--- src/rtl/vga_fetch_arbiter.sv ---
// vga_fetch_arbiter
//   Shares the single video-memory port between the CPU bus and the VGA
//   line refill engine. Once per scanline (counter_x == FETCH_X) a burst of
//   LINE_WORDS reads is scheduled into the idle half of a ping-pong line
//   buffer. CPU single-word accesses use the port between bursts. Video
//   refill always has priority, but a CPU access in flight is never
//   preempted.
//
// Ports
//   clk, rst             clock, asynchronous active-high reset
//   counter_x/counter_y  pixel counters from the sync generator
//   vid_base             frame base address, sampled on the frame trigger
//   cpu_*                CPU request side (cpu_req held until cpu_ack pulse)
//   mem_*                memory port (mem_req held until mem_ack)
//   lb_*                 line-buffer write port and fill-bank select
//   underrun             sticky: trigger arrived before the burst finished
//   dbg_state_o          current arbiter state (debug visibility)
//
// Handshake: mem_req rises the cycle after the grant, and mem_we/mem_adr/
// mem_dat_o stay stable until a cycle in which mem_ack is sampled high.
// mem_req drops the following cycle, so each word takes at least two
// cycles. cpu_req/cpu_we/cpu_adr/cpu_dat_i are held until cpu_ack, which
// pulses for exactly one cycle with cpu_dat_o valid.

module vga_fetch_arbiter #(
  parameter int          ADDR_W       = 16,
  parameter int          LINE_WORDS   = 40,
  parameter int          LINE_STRIDE  = 40,
  parameter int          ACTIVE_LINES = 480,
  parameter logic [9:0]  FETCH_X      = 10'd320
) (
  input  logic              clk,
  input  logic              rst,
  input  logic [9:0]        counter_x,
  input  logic [8:0]        counter_y,
  input  logic [ADDR_W-1:0] vid_base,
  input  logic              cpu_req,
  input  logic              cpu_we,
  input  logic [ADDR_W-1:0] cpu_adr,
  input  logic [15:0]       cpu_dat_i,
  output logic              cpu_ack,
  output logic [15:0]       cpu_dat_o,
  output logic              mem_req,
  output logic              mem_we,
  output logic [ADDR_W-1:0] mem_adr,
  output logic [15:0]       mem_dat_o,
  input  logic              mem_ack,
  input  logic [15:0]       mem_dat_i,
  output logic              lb_we,
  output logic [5:0]        lb_waddr,
  output logic [15:0]       lb_wdata,
  output logic              lb_fill_bank,
  output logic              underrun,
  output logic [1:0]        dbg_state_o
);

  typedef enum logic [1:0] {ST_IDLE = 2'd0, ST_VID = 2'd1, ST_CPU = 2'd2} state_t;

  localparam logic [5:0]        LAST_IDX = 6'(LINE_WORDS - 1);
  localparam logic [ADDR_W-1:0] STRIDE   = ADDR_W'(LINE_STRIDE);
  localparam logic [9:0]        ACT_L    = 10'(ACTIVE_LINES);

  state_t              state_q, state_d;
  logic                vid_pending_q, vid_pending_d;
  logic [ADDR_W-1:0]   line_adr_q, line_adr_d;
  logic [5:0]          idx_q, idx_d;          // next word of the current line
  logic [5:0]          cur_idx_q, cur_idx_d;  // word currently on the port
  logic                stale_q, stale_d;      // a trigger hit during this word
  logic                bank_q, bank_d;
  logic                underrun_q, underrun_d;
  logic                we_q, we_d;
  logic [ADDR_W-1:0]   adr_q, adr_d;
  logic [15:0]         dat_q, dat_d;
  logic                cpu_ack_q, cpu_ack_d;
  logic [15:0]         cpu_dat_q, cpu_dat_d;
  logic                lb_we_q, lb_we_d;
  logic [5:0]          lb_waddr_q, lb_waddr_d;
  logic [15:0]         lb_wdata_q, lb_wdata_d;

  logic frame_trig;
  logic trig;

  assign frame_trig = (counter_y == 9'd511);
  assign trig = (counter_x == FETCH_X) &&
                (frame_trig || (({1'b0, counter_y} + 10'd1) < ACT_L));

  always_comb begin
    state_d       = state_q;
    vid_pending_d = vid_pending_q;
    line_adr_d    = line_adr_q;
    idx_d         = idx_q;
    cur_idx_d     = cur_idx_q;
    stale_d       = stale_q;
    bank_d        = bank_q;
    underrun_d    = underrun_q;
    we_d          = we_q;
    adr_d         = adr_q;
    dat_d         = dat_q;
    cpu_ack_d     = 1'b0;
    cpu_dat_d     = cpu_dat_q;
    lb_we_d       = 1'b0;
    lb_waddr_d    = lb_waddr_q;
    lb_wdata_d    = lb_wdata_q;

    if (trig) begin
      bank_d        = ~bank_q;
      vid_pending_d = 1'b1;
      idx_d         = 6'd0;
      line_adr_d    = frame_trig ? vid_base : line_adr_q + STRIDE;
      if (vid_pending_q)      underrun_d = 1'b1;
      // The word on the port belongs to the old line: let it finish, but
      // it must not advance the restarted burst.
      if (state_q == ST_VID)  stale_d    = 1'b1;
    end

    unique case (state_q)
      ST_IDLE: begin
        // A trigger in this very cycle counts as pending, so a CPU request
        // arriving together with it waits behind the burst.
        if (vid_pending_q || trig) begin
          state_d   = ST_VID;
          adr_d     = line_adr_d + {{(ADDR_W-6){1'b0}}, idx_d};
          we_d      = 1'b0;
          dat_d     = 16'd0;
          cur_idx_d = idx_d;
          stale_d   = 1'b0;
        end else if (cpu_req && !cpu_ack_q) begin
          // cpu_ack_q blocks a re-grant while the master still holds
          // cpu_req in the ack cycle.
          state_d = ST_CPU;
          adr_d   = cpu_adr;
          we_d    = cpu_we;
          dat_d   = cpu_we ? cpu_dat_i : 16'd0;
        end
      end
      ST_VID: begin
        if (mem_ack) begin
          lb_we_d    = 1'b1;
          lb_waddr_d = cur_idx_q;
          lb_wdata_d = mem_dat_i;
          state_d    = ST_IDLE;
          we_d       = 1'b0;
          adr_d      = '0;
          dat_d      = 16'd0;
          if (!trig && !stale_q) begin
            if (cur_idx_q == LAST_IDX) vid_pending_d = 1'b0;
            else                       idx_d         = cur_idx_q + 6'd1;
          end
        end
      end
      ST_CPU: begin
        if (mem_ack) begin
          cpu_ack_d = 1'b1;
          cpu_dat_d = mem_dat_i;
          state_d   = ST_IDLE;
          we_d      = 1'b0;
          adr_d     = '0;
          dat_d     = 16'd0;
        end
      end
      default: state_d = ST_IDLE;
    endcase
  end

  always_ff @(posedge clk or posedge rst) begin
    if (rst) begin
      state_q       <= ST_IDLE;
      vid_pending_q <= 1'b0;
      line_adr_q    <= '0;
      idx_q         <= 6'd0;
      cur_idx_q     <= 6'd0;
      stale_q       <= 1'b0;
      bank_q        <= 1'b0;
      underrun_q    <= 1'b0;
      we_q          <= 1'b0;
      adr_q         <= '0;
      dat_q         <= 16'd0;
      cpu_ack_q     <= 1'b0;
      cpu_dat_q     <= 16'd0;
      lb_we_q       <= 1'b0;
      lb_waddr_q    <= 6'd0;
      lb_wdata_q    <= 16'd0;
    end else begin
      state_q       <= state_d;
      vid_pending_q <= vid_pending_d;
      line_adr_q    <= line_adr_d;
      idx_q         <= idx_d;
      cur_idx_q     <= cur_idx_d;
      stale_q       <= stale_d;
      bank_q        <= bank_d;
      underrun_q    <= underrun_d;
      we_q          <= we_d;
      adr_q         <= adr_d;
      dat_q         <= dat_d;
      cpu_ack_q     <= cpu_ack_d;
      cpu_dat_q     <= cpu_dat_d;
      lb_we_q       <= lb_we_d;
      lb_waddr_q    <= lb_waddr_d;
      lb_wdata_q    <= lb_wdata_d;
    end
  end

  assign mem_req      = (state_q != ST_IDLE);
  assign mem_we       = we_q;
  assign mem_adr      = adr_q;
  assign mem_dat_o    = dat_q;
  assign cpu_ack      = cpu_ack_q;
  assign cpu_dat_o    = cpu_dat_q;
  assign lb_we        = lb_we_q;
  assign lb_waddr     = lb_waddr_q;
  assign lb_wdata     = lb_wdata_q;
  assign lb_fill_bank = bank_q;
  assign underrun     = underrun_q;
  assign dbg_state_o  = state_q;

endmodule

--- config.mk ---
export PLATFORM = sky130hd
export DESIGN_NAME = vga_fetch_arbiter
export DESIGN_NICKNAME = d
export VERILOG_FILES = /design/src/rtl/vga_fetch_arbiter.sv
export SDC_FILE = /design/constraint.sdc
export NUM_CORES = 1
export LEC_CHECK = 0
export ABC_AREA = 1
export ABC_CLOCK_PERIOD_IN_PS = 6600
export CAP_MARGIN = 15
export CORE_UTILIZATION = 40
export CTS_CLUSTER_DIAMETER = 80
export DETAILED_ROUTE_END_ITERATION = 8
export GPL_TIMING_DRIVEN = 0
export PLACE_DENSITY_LB_ADDON = 0.12
export SETUP_SLACK_MARGIN = 0.5
export SLEW_MARGIN = 20
export SYNTH_ARGS = -nofsm -noshare
export SYNTH_HDL_FRONTEND = slang
export SYNTH_SLANG_ARGS = --single-unit
--- constraint.sdc ---
create_clock -name clk -period 6.6 [get_ports clk]
set_clock_uncertainty 0.2 [all_clocks]
set_input_delay 0.99 -clock clk [delete_from_list [all_inputs] [get_ports clk]]
set_output_delay 0.99 -clock clk [all_outputs]
set_load 0.03 [all_outputs]
## Yosys cells after proc, flatten, opt, wreduce, memory -nomap -nowiden

Index checks and enable logic that the tools add are counted.

| storage, ports and cells | value |
|---|---|
| output and inout port bits | 78 |
| word-level logic and storage cells | 82 |
| flip-flop bits (word level) | 107 |
| input bits | 88 |

| cells by class | value |
|---|---|
| multiplexer cells | 35 |
| bitwise logic cells | 1 |
| eq/ne operators | 7 |
| add/subtract/negate cells | 4 |
| magnitude comparators | 1 |
| reductions and logical operators | 18 |

Operators with widths:

| kind | number |
|---|---|
| $mux W16 | 8 |
| $pmux W16 S2 | 2 |
| $mux W6 | 5 |
| $add A16 B6 Y16 | 1 |
| $add A16 B6 Y16 const B | 1 |
| $mux W1 | 15 |
| $add A9 B1 Y10 const B | 1 |
| $eq A10 B9 Y1 const B | 1 |
| $lt A10 B9 Y1 const B | 1 |
| $reduce_and A2 Y1 | 5 |
| $eq A9 B9 Y1 const B | 1 |
| $add A6 B1 Y6 const B | 1 |
| $eq A6 B6 Y1 const B | 1 |
| $mux W2 | 3 |
| $pmux W2 S2 | 1 |
| $reduce_bool A2 Y1 | 2 |
| $logic_and A1 B1 Y1 | 3 |
| $logic_not A1 Y1 | 3 |
| $ne A3 B3 Y1 const B | 1 |
| $reduce_and A3 Y1 | 1 |
| $eq A2 B1 Y1 const B | 1 |
| $eq A2 B2 Y1 const B | 1 |
| $logic_not A2 Y1 | 1 |
| $logic_or A1 B1 Y1 | 2 |
| 4 further kinds | 4 |

## Logic depth before layout (Yosys ltp)

Gate-level depths: netlist (run 1).

| depth | value |
|---|---|
| word-level depth | 9 |
| mapped depth | 29 |
| gate-level depth less buffers | 29 |

## Worst setup path before layout (run 1)

No wires, ideal clock.

| timing path | value |
|---|---|
| kind | input to register |
| start point | input port counter_y[2] |
| end point | register adr_q[10], in the netlist mem_adr[10] |
| arrival time | 3.710 ns |
| setup time | 0.120 ns |
| required time | 6.280 ns |
| stages on the path | 25 |
| setup slack | 2.570 ns |
| path buffers | 0 |
| cell sequence | nand2_1 nor2_2 nand2_1 nor2_1 ha_1 nand2_1 nand2_1 nand3_2 nand2_4 inv_6 nand2_1 mux2i_1 inv_1 ha_1 fa_1 nand3_1 nand2_1 a21oi_1 o21ai_0 nand3_2 inv_1 nand2_1 nor2_1 o21ai_1 nand2_1 |

| between the ends | value |
|---|---|
| word-level cells in the longest chain between the ends | 8 |
| elaborated cells on any way between the ends | 14 |
| those cells by class | 2 x add/sub; 1 x order compare; 2 x eq/ne; 5 x mux; 4 x reduce/logical |

RTL lines:

| item | RTL line | RTL |
|---|---|---|
| from (decl) | 35 | `input logic [8:0] counter_y,` |
| $add A9 B1 Y10 | 85 | `(frame_trig \|\| (({1'b0, counter_y} + 10'd1) < ACT_L));` |
| $lt A10 B9 Y1 | 85 |  |
| $logic_or A1 B1 Y1 | 85 |  |
| $logic_and A1 B1 Y1 | 84 | `assign trig = (counter_x == FETCH_X) &&` |
| $mux W16 (*) | 105 | `if (trig) begin` |
| net line_adr_d[0] | 65 | `logic [ADDR_W-1:0] line_adr_q, line_adr_d;` |
| $add A16 B6 Y16 (*) | 122 | `adr_d = line_adr_d + {{(ADDR_W-6){1'b0}}, idx_d};` |
| $mux W16 (*) | 120 | `if (vid_pending_q \|\| trig) begin` |
| $pmux W16 S2 (*) | 116 | `unique case (state_q)` |
| to (signal assigned) | 193 | `adr_q <= adr_d;` |
| to (decl) | 72 | `logic [ADDR_W-1:0] adr_q, adr_d;` |

The timed path passes the listed nets; every way through them passes the cells marked *.
A chain may end at the register's enable or synchronous reset.

## Worst setup path in the final report (run 1)

| timing path | value |
|---|---|
| start point | input port counter_y[2] |
| end point | register adr_q[14], in the netlist mem_adr[14] |

The elaborated chain is that of the path after synthesis.

==> results of run 1 <==
[cell usage in the layout, fill, tap and decap left out, drive strengths merged, types with 2 or more instances in the layout]
| cell | instances |
|---|---|
| ha | 12 |
| clkdlybuf4s50 | 164 |
| xnor2 | 5 |
| o21ai | 78 |
| a21oi | 10 |
| nand2 | 234 |
| buf | 18 |
| dfrtp | 107 |
| a31oi | 3 |
| nor3 | 4 |
| or2 | 7 |
| mux2i | 3 |
| o31ai | 4 |
| nor2 | 57 |
| nand4 | 23 |
| xor2 | 6 |
| clkbuf | 19 |
| bufinv | 3 |
| inv | 87 |
| nand3 | 40 |
| o211ai | 2 |
[path summary, 6_finish.rpt]
path	end	cells past startpoint	start	slack, ns
max in group asynchronous	dbg_state_o[1]	3	rst	4.70
worst min register to register	underrun	1	underrun	0.28
min in group asynchronous	mem_dat_o[9]	2	rst	0.86
worst min-delay path	underrun	1	underrun	0.28
worst max register to register	mem_adr[14]	14	line_adr_q[3]	3.69
worst max-delay path	mem_adr[14]	23	counter_y[2]	1.91
[metrics by stage]
stage / total power, mW / hold WS (ns) / utilization (%)
finish: 3.070 / 0.2785 / 57.08
CTS: 3.095 / 0.2788 / 57.08
detailed placement: 2.453 / 0.2623 / 54.57
global route: 3.243 / 0.2837 / 57.08
floorplan: 1.838 / 0.2505 / -
global placement: 2.424 / 0.2540 / 54.33
[final cells by class]
type	count	share of cell area (%)
buffer	26	1.807
inverter	84	4.185
clock inverter	6	1.506
multi-input combinational	495	31.67
clock buffer	10	2.901
tap	180	2.854
sequential	107	33.93
timing repair buffer	165	21.15
[worst max-delay path, cell delays in order]
cell,delay [ns]
clkdlybuf4s50_1,0.46
nand2_1,0.06
nor2_2,0.14
nand2_1,0.09
nor2_1,0.11
ha_1,0.17
clkbuf_1,0.45
nand2_1,0.25
mux2i_1,0.17
inv_1,0.08
ha_1,0.21
fa_1,0.23
nand3_1,0.07
nand2_1,0.10
a21oi_1,0.07
o21ai_0,0.37
nand3_2,0.20
nor2_4,0.16
nand3_1,0.08
nand2_1,0.06
nand3_1,0.08
nand2_1,0.08
nand2_1,0.04
[per-layer routing]
layer / vias to the layer above / wire length (um) / GRT usage, %
met3: 14 / 799 / 5.377
met5: - / 0 / 0
met4: 0 / 178 / 6.173
met1: 2579 / 7159 / 29.18
li1: 2622 / - / -
met2: 115 / 8078 / 39.94
[sequential cells by signal, summed over array words and instances (netlist names), 2 cells and up]
register and flops:
mem_dat_o 16, cur_idx_q 6, mem_adr 16, cpu_dat_o 16, line_adr_q 16, lb_wdata 16
dbg_state_o 2, lb_waddr 6, idx_q 6
[power breakdown]
group          total, mW  internal [mW]  switching (mW)
combinational       1.42          0.565           0.856
clock              0.631          0.377           0.254
sequential          1.02          0.881           0.138
[kinds of logic after synthesis]
family / after synthesis / share of synthesized area [%]
AO/OA/AOI/OAI: 101 / 9.863
XOR/XNOR: 11 / 1.707
adder cells (fa/ha/maj): 13 / 3.014
buffers and inverters: 110 / 8.289
flip-flops: 107 / 47.43
multiplexers: 3 / 0.5319
AND/OR/NAND/NOR: 367 / 29.17
==> key figures, run 1 <==
Critical path
  – Critical path peak fanout: 10
  – Crit Path Class: in -> reg
  – Startpoint types: input pin
  – CP Data Arrival Time: 4.74 ns
  – CP Capture Type: flop
  – Critical Path RT: 6.65 ns

Logic synthesis
  – Largest cells by area after synthesis: dfrtp_1 47%, nand2_1 15%, o21ai_0 6.2%
  – Syn Inst Count: 712
  – Synth cell count leaders: 225 x nand2_1, 107 x dfrtp_1, 79 x inv_1, 70 x o21ai_0, 45 x nor2_1
  – Netlist cell types: 41
  – Top cell type's share of synthesized area: 47.43%
  – #FFs+latches synth: 107
  – Post-synth top flop: dfrtp_1
  – Synth area leader: dfrtp_1
  – Syn avg cell area: 7.929 um^2
  – Synth warnings: 0
  – Synthesized area: 5645 um^2
  – Post-synth ARST share: 100.0%
  – Most instantiated library cell after synthesis: nand2_1
  – Sequential area share after synthesis: 47.43%
  – Post-Syn Nets: 813
  – Post-synth EDFFs: 0

Placed design
  – Number of port buffers: 164
  – Post-Place Cells: 1057
  – Pre-CTS setup slack: 1.515 ns
  – Placed Area: 7545 um^2
  – Routability-driven placement congestion ratio: 0.8657
  – Post-DP HPWL: 12450 um

Drt
  – Post-route ant nets: 0
  – DR pass1 iterations: 4
  – Via/cell ratio: 4.967
  – DRC Markers: 0
  – Vias: 5330
  – Iteration-0 DRC Markers: 313
  – Total routed wirelength: 16220 um
  – Mean routed wirelength per cell: 15.11 um

Floorplan
  – Ports: 166
  – Core area: 13830 um^2
  – Initial Util: 40.83%
  – Std cell rows: 43
  – Die height: 120.8 um
  – Die ar.: 14590 um^2
  – Die Wd: 120.8 um

Power
  – Cell area power density: 389.0 nW/um^2
  – Leak: 3.963 nW
  – Peak VDD IR: 297.4 uV

Finish
  – Share of layout cells above drive strength 1: 8.063%
  – Fillers: 1273
  – Final Cell Area: 7893 um^2
  – Final net count: 989
  – Layout area overhead: 39.80%
  – FF+latch area: 2678 um^2
  – Area of the multi-input gates: 2500 um^2
  – Final std cells w/o fill: 1073
  – Antenna diodes: 0

STA
  – Relative slew slack: 62.67%
  – Final worst path period share: 71.07%
  – Setup TNS: 0 ns
  – Fmax achieved: 213.2 MHz
  – Tmin final: 4.691 ns
  – Final hold vios: 0
  – Slew @ Worst Pin: 0.5600 ns
  – Setup violators final: 0
  – Setup slack after layout: 1.909 ns
  – Slew Viols, Final: 0
  – RSZ-0062 raised after global routing: false

GRT
  – Vias in the first global route: 5355
  – Initial antenna violation count: 0
  – Remaining global-route overflow: 0
  – Gr usage total: 23.21%
  – First-pass GRT wire length: 26350 um
  – Largest net degree at the start of global routing: 57

Clocking
  – Post-CTS Resized: 0
  – Clock tree sinks: 107
  – CTS root buffer: clkbuf_16
  – CTS tree: yes
  – Reg clk slew, reported paths: 0.07 ns
  – Worst-Skew Late Latency: 0.35 ns
  – Clock Tree Buf Depth: 2
  – Hold-fix buffers, CTS: 0
  – H-tree depth: 3
  – CTS buffer count: 9
  – # Post-CTS Setup Buffers: 0

Outcome
  – Status: complete, no violations

Flow run
  – # Max-Cap Violations: 0

Worst hold path
  – Hold/Removal Path Class: reg -> reg
Power figures use the tool's default switching activity.
==> inputs of run 2 (changes only) <==
--- a/config.mk
+++ b/config.mk
@@ -6,7 +6,7 @@
 export NUM_CORES = 1
 export LEC_CHECK = 0
 export ABC_AREA = 1
-export ABC_CLOCK_PERIOD_IN_PS = 6600
+export ABC_CLOCK_PERIOD_IN_PS = 4800
 export CAP_MARGIN = 15
 export CORE_UTILIZATION = 40
 export CTS_CLUSTER_DIAMETER = 80
==> constraint.sdc (replaced) <==
create_clock -name clk -period 4.8 [get_ports clk]
set_clock_uncertainty 0.2 [all_clocks]
set_input_delay 0.72 -clock clk [delete_from_list [all_inputs] [get_ports clk]]
set_output_delay 0.72 -clock clk [all_outputs]
set_load 0.03 [all_outputs]
==> run 2 against run 1 <==
Register-to-register slack worse by 1.6 ns. Combinational power is 39% higher. Via count grew 1.5%. Clock power rose by 38%. Sequential power grew 37%. Utilization grew 0.97 points. Sequential cell count is the same. Critical path type unchanged. Critical endpoint is now mem_adr[10]. Largest cell class unchanged. Largest power group unchanged.
==> key figures, run 2 (same netlist as run 1, synthesis figures left out) <==
Drt
  – Post-route ant nets: 0
  – DRC Markers: 0
  – DR pass1 iterations: 5
  – Via/cell ratio: 5.019
  – Vias: 5411
  – Total routed wirelength: 16380 um
  – Mean routed wirelength per cell: 15.19 um
  – Iteration-0 DRC Markers: 376

STA
  – Hold slack final: 0.2728 ns
  – Final hold vios: 0
  – Fmax achieved: 245.0 MHz
  – Setup TNS: 0 ns
  – Setup violators final: 0
  – RSZ-0062 raised after global routing: false
  – Slew Viols, Final: 0
  – Tmin final: 4.082 ns
  – Final worst path period share: 85.05%
  – Relative slew slack: 64.49%
  – Slew @ Worst Pin: 0.5327 ns

Finish
  – Most common cell after layout, fill and taps aside: nand2_1
  – Antenna diodes: 0
  – Final std cells w/o fill: 1078
  – Most frequent cells in the layout: 223 x nand2_1, 164 x clkdlybuf4s50_1, 107 x dfrtp_1
  – Layout area overhead: 42.18%
  – Layout Utilization: 58.05%
  – Final net count: 994
  – Share of layout cells above drive strength 1: 9.911%

GRT
  – Remaining global-route overflow: 0
  – Vias in the first global route: 5354
  – Largest net degree at the start of global routing: 57
  – First-pass GRT wire length: 26380 um
  – Initial antenna violation count: 0
  – Gr usage total: 23.24%

Outcome
  – Status: complete, no violations

Flow run
  – # Max-Cap Violations: 0

Clocking
  – Hold-fix buffers, CTS: 0
  – CTS root buffer: clkbuf_16
  – CTS tree: yes
  – Clock Tree Buf Depth: 2
  – H-tree depth: 3
  – Reg clk slew, reported paths: 0.07 ns
  – Clock tree sinks: 107
  – Worst-Skew Late Latency: 0.35 ns
  – CTS buffer count: 9

Critical path
  – Critical path peak fanout: 10
  – Startpoint types: input pin
  – CP Data Arrival Time: 4.13 ns
  – CP Capture Type: flop
  – Crit Path Class: in -> reg
  – Critical Path RT: 4.84 ns

Floorplan
  – Die Wd: 120.8 um
  – Ports: 166
  – Std cell rows: 43
  – Die height: 120.8 um
  – Die ar.: 14590 um^2
  – Core area: 13830 um^2
  – Initial Util: 40.83%

Placed design
  – Post-Place Cells: 1057
  – Number of port buffers: 164
  – Post-DP HPWL: 12450 um
  – Routability-driven placement congestion ratio: 0.8657

Worst hold path
  – Hold/Removal Path Class: reg -> reg

Power
  – Final Total Pwr: 4.239 mW
  – Cell area power density: 528.1 nW/um^2
  – Peak VDD IR: 410.9 uV
  – Leak: 4.019 nW
-- run 2: critical path: stages --
cell and delay [ns]:
clkdlybuf4s50_1 0.45, nand2_1 0.06, nor2_2 0.17, nand2_1 0.09, nor2_1 0.12, ha_1 0.24
nand2_1 0.08, nand2_2 0.07, nand3_4 0.11, nand2_4 0.09, buf_6 0.16, nand2_1 0.09
inv_1 0.09, ha_1 0.25, fa_1 0.42, nand3_1 0.08, nand2_1 0.09, a21oi_2 0.15
o21ai_2 0.09, nand3_2 0.13, inv_1 0.06, nand2_1 0.09, nor2_1 0.05, o21ai_1 0.12
nand2_1 0.06
-- run 2: worst paths after layout --
kind / from / endpoint / slack (ns) / depth (start not counted)
worst max-delay path: counter_y[0] / mem_adr[10] / 0.72 / 25
worst min-delay path: underrun / underrun / 0.27 / 1
worst max register to register: line_adr_q[3] / mem_adr[13] / 2.06 / 19
worst min register to register: underrun / underrun / 0.27 / 1
max in group asynchronous: rst / dbg_state_o[1] / 3.17 / 3
min in group asynchronous: rst / mem_dat_o[9] / 0.59 / 2
-- run 2: area by class of cell --
| cell class | instances | area [um^2] |
|---|---|---|
| fill | 1259 | 5801 |
| sequential | 107 | 2678 |
| multi-input combinational | 495 | 2584 |
| timing repair buffer | 170 | 1707 |
| inverter | 84 | 332.8 |
| clock buffer | 10 | 229.0 |
| tap | 180 | 225.2 |
| buffer | 26 | 152.6 |
| clock inverter | 6 | 118.9 |
-- run 2: layer usage --
metal | vias to the layer above | global-route usage, % | share of wire, %
li1 | 2634 | - | -
met1 | 2613 | 29.33 | 43
met2 | 150 | 40.01 | 50
met3 | 14 | 5.283 | 5.6
met4 | 0 | 6.019 | 1.0
met5 | - | 0 | 0
-- run 2: what timing repair did --
item	in CTS	in global routing
pin swaps	0	11
setup endpoints to repair	9	10
buffers inserted	0	5
endpoints found under the hold margin	0	0
gates resized for setup	3	21
-- run 2: stage by stage --
step / worst slack [ns] / cell area, um^2
after floorplan: 1.040 / 5645
after global placement: -0.5853 / 7512
after detailed placement: -0.01501 / 7545
after CTS: 0.5308 / 7906
after global routing: 0.4423 / 8026
final: 0.7176 / 8026
-- run 2: report_power, final --
part	switching [mW]	total (mW)	internal, mW
clock network	0.351	0.869	0.518
registers	0.190	1.40	1.21
logic	1.18	1.97	0.786
total	1.72	4.24	2.52
==> inputs of run 3 (changes only) <==
--- a/config.mk
+++ b/config.mk
@@ -5,7 +5,6 @@
 export SDC_FILE = /design/constraint.sdc
 export NUM_CORES = 1
 export LEC_CHECK = 0
-export ABC_AREA = 1
 export ABC_CLOCK_PERIOD_IN_PS = 4800
 export CAP_MARGIN = 15
 export CORE_UTILIZATION = 40
@@ -14,7 +13,6 @@
 export GPL_TIMING_DRIVEN = 0
 export PLACE_DENSITY_LB_ADDON = 0.12
 export SETUP_SLACK_MARGIN = 0.5
-export SLEW_MARGIN = 20
 export SYNTH_ARGS = -nofsm -noshare
 export SYNTH_HDL_FRONTEND = slang
 export SYNTH_SLANG_ARGS = --single-unit
==> run 3 against run 2 <==
Utilization rose by 3.1 points. Design area down 3.1%. Combinational power fell by 23%. Critical path depth decreased by 6. Sequential share of layout area up 1.1 points. Routed wire length is 11% lower. Area after synthesis down 6.5%. Critical endpoint is now mem_adr[7].
==> key figures, run 3 <==
STA
  – RSZ-0062 raised after global routing: false
  – Fmax achieved: 240.8 MHz
  – Slew @ Worst Pin: 0.6518 ns
  – Setup slack after layout: 0.6465 ns
  – Tmin final: 4.154 ns
  – Slew Viols, Final: 0
  – Setup violators final: 0
  – Final worst path period share: 86.53%
  – Relative slew slack: 56.08%
  – Final hold vios: 0
  – Setup TNS: 0 ns

Floorplan
  – Initial Util: 41.47%
  – Ports: 166
  – Die height: 116.9 um
  – Core area: 12720 um^2
  – Std cell rows: 41
  – Die ar.: 13650 um^2
  – Die Wd: 116.9 um

Placed design
  – Pre-CTS setup slack: -0.6961 ns
  – Number of port buffers: 165
  – Routability-driven placement congestion ratio: 0.8430
  – Post-DP HPWL: 10630 um

Logic synthesis
  – Syn avg cell area: 11.13 um^2
  – Synthesized area: 5276 um^2
  – Syn Inst Count: 474
  – Sequential area share after synthesis: 50.75%
  – Post-Syn Nets: 575
  – Synth area leader: dfrtp_1
  – #FFs+latches synth: 107
  – Synth warnings: 0
  – Post-synth top flop: dfrtp_1
  – Synth cell count leaders: 107 x dfrtp_1, 42 x mux2_2, 42 x nand2_1, 30 x nor2_1
  – Top cell type's share of synthesized area: 50.75%
  – Netlist cell types: 69
  – Post-synth EDFFs: 0
  – Most instantiated library cell after synthesis: dfrtp_1
  – Largest cells by area after synthesis: dfrtp_1 51%, mux2_2 9.0%, a22o_1 3.0%
  – Post-synth ARST share: 100.0%

Outcome
  – Status: complete, no violations

Critical path
  – Reg-to-Reg Start: line_adr_q[3]
  – FF-to-FF path depth: 9
  – Startpoint types: input pin
  – Critical Path RT: 4.83 ns
  – CP Data Arrival Time: 4.19 ns
  – CP Capture Type: flop
  – RR Endpoint: mem_adr[15]
  – Crit Path Class: in -> reg
  – Critical path peak fanout: 5
  – Reg-to-reg setup timing slack: 1.75 ns
  – Worst setup startpoint: counter_y[8]

Finish
  – Antenna diodes: 0
  – Fillers: 1095
  – Most common cell after layout, fill and taps aside: clkdlybuf4s50_1
  – Layout area overhead: 47.47%
  – Most frequent cells in the layout: 157 x clkdlybuf4s50_1, 107 x dfrtp_1, 42 x mux2_2
  – Final net count: 768
  – Share of layout cells above drive strength 1: 19.05%

Drt
  – DR pass1 iterations: 5
  – Post-route ant nets: 0
  – DRC Markers: 0
  – Vias: 4533
  – Via/cell ratio: 5.371
  – Iteration-0 DRC Markers: 290
  – Mean routed wirelength per cell: 17.25 um
  – Total routed wirelength: 14560 um

GRT
  – First-pass GRT wire length: 22790 um
  – Vias in the first global route: 4552
  – Largest net degree at the start of global routing: 64
  – Remaining global-route overflow: 0
  – Gr usage total: 22.03%
  – Initial antenna violation count: 0

Worst hold path
  – WHS Endpoint: underrun
  – Hold/Removal Path Class: reg -> reg
  – Hold path depth: 1
  – HP Start: underrun

Clocking
  – H-tree depth: 3
  – Reg clk slew, reported paths: 0.07 ns
  – CTS root buffer: clkbuf_16
  – Worst-Skew Late Latency: 0.34 ns
  – Clock tree sinks: 107
  – CTS tree: yes
  – Clock Tree Buf Depth: 2
  – CTS buffer count: 9

Power
  – Peak VDD IR: 329.5 uV
  – Leak: 3.535 nW
  – Final Total Pwr: 3.460 mW
  – Cell area power density: 444.6 nW/um^2

Flow run
  – # Max-Cap Violations: 0
[run 3: changes by cell type after synthesis, moves of 11 or more]
cell / previous run / this run
nand2_1: 225 / 42
inv_1: 79 / 16
o21ai_0: 70 / 16
mux2_2: 0 / 42
nand3_1: 37 / 9
a22o_1: 0 / 18
nand4_1: 23 / 7
nor2_1: 45 / 30
o21ai_1: 7 / 18
xnor2_1: 5 / 16
[run 3: final cells by class]
type	count	area, um^2	area share (%)
Buffer	21	135.1	1.737
Clock buffer	13	240.2	3.087
Clock inverter	3	23.77	0.3055
Inverter	17	68.82	0.8844
Multi-Input combinational cell	329	2624	33.72
Sequential cell	107	2678	34.41
Tap cell	172	215.2	2.766
Timing Repair Buffer	182	1797	23.09
[run 3: worst max-delay path, stage by stage]
cell	delay [ns]
clkdlybuf4s50_1	0.47
ha_4	0.30
mux2i_2	0.07
or4_4	0.52
buf_8	0.15
nand3_4	0.09
buf_8	0.13
nand2_4	0.07
inv_4	0.06
ha_4	0.19
a21o_1	0.18
a21oi_2	0.16
o21ai_1	0.10
o211a_1	0.15
o211ai_1	0.18
buf_4	0.21
xor2_2	0.14
o21ai_1	0.09
a22o_1	0.19
[run 3: repair_timing]
item,4_1_cts,5_1_grt
setup endpoints to repair,14,10
buffers inserted,11,5
pin swaps,10,27
gates resized for setup,18,45
hold buffers,0,0
gates cloned,0,0
[run 3: routing by layer]
| metal | up-vias | GRT usage, % | wire [um] |
|---|---|---|---|
| met5 | - | 0 | 0 |
| met1 | 2237 | 27.97 | 6181 |
| li1 | 2114 | - | - |
| met4 | 0 | 6.667 | 268 |
| met2 | 160 | 36.37 | 6983 |
| met3 | 22 | 6.591 | 1124 |
[run 3: kinds of logic after synthesis]
| family | Yosys count | share of synthesized area [%] |
|---|---|---|
| and+or+nand+nor | 133 | 13.40 |
| buffers and inverters | 38 | 3.201 |
| DFF | 107 | 50.75 |
| muxes | 48 | 10.10 |
| adders and majority gates | 13 | 3.225 |
| xor gates and xnor gates | 18 | 2.988 |
| AOI/OAI and AO/OA | 117 | 16.34 |
[run 3: report_power, final]
group          internal, mW  total (mW)  switching [mW]
clock                 0.355       0.675           0.320
combinational         0.666        1.52           0.855
sequential             1.13        1.26           0.132
total                  2.15        3.46            1.31
[run 3: per-stage QoR]
stage / utilization (%) / area, um^2 / std cells / hold slack (ns)
after detailed placement: 56.49 / 7187 / 812 / 0.2550
final: 61.16 / 7781 / 844 / 0.2712
after CTS: 59.68 / 7592 / 839 / 0.2756
after global placement: 56.25 / 7157 / 811 / 0.2459
after global routing: 61.16 / 7781 / 844 / 0.2834
after floorplan: - / 5290 / 474 / 0.2731
[run 3: worst max path at each step]
stage / to / slack (ns) / depth (start not counted)
floorplan: mem_adr[7] / 0.50 / 19
global placement: mem_adr[7] / -0.63 / 19
detailed placement: mem_adr[7] / -0.70 / 19
CTS: mem_adr[15] / 0.51 / 19
global route: mem_adr[12] / 0.52 / 19
finish: mem_adr[7] / 0.65 / 19
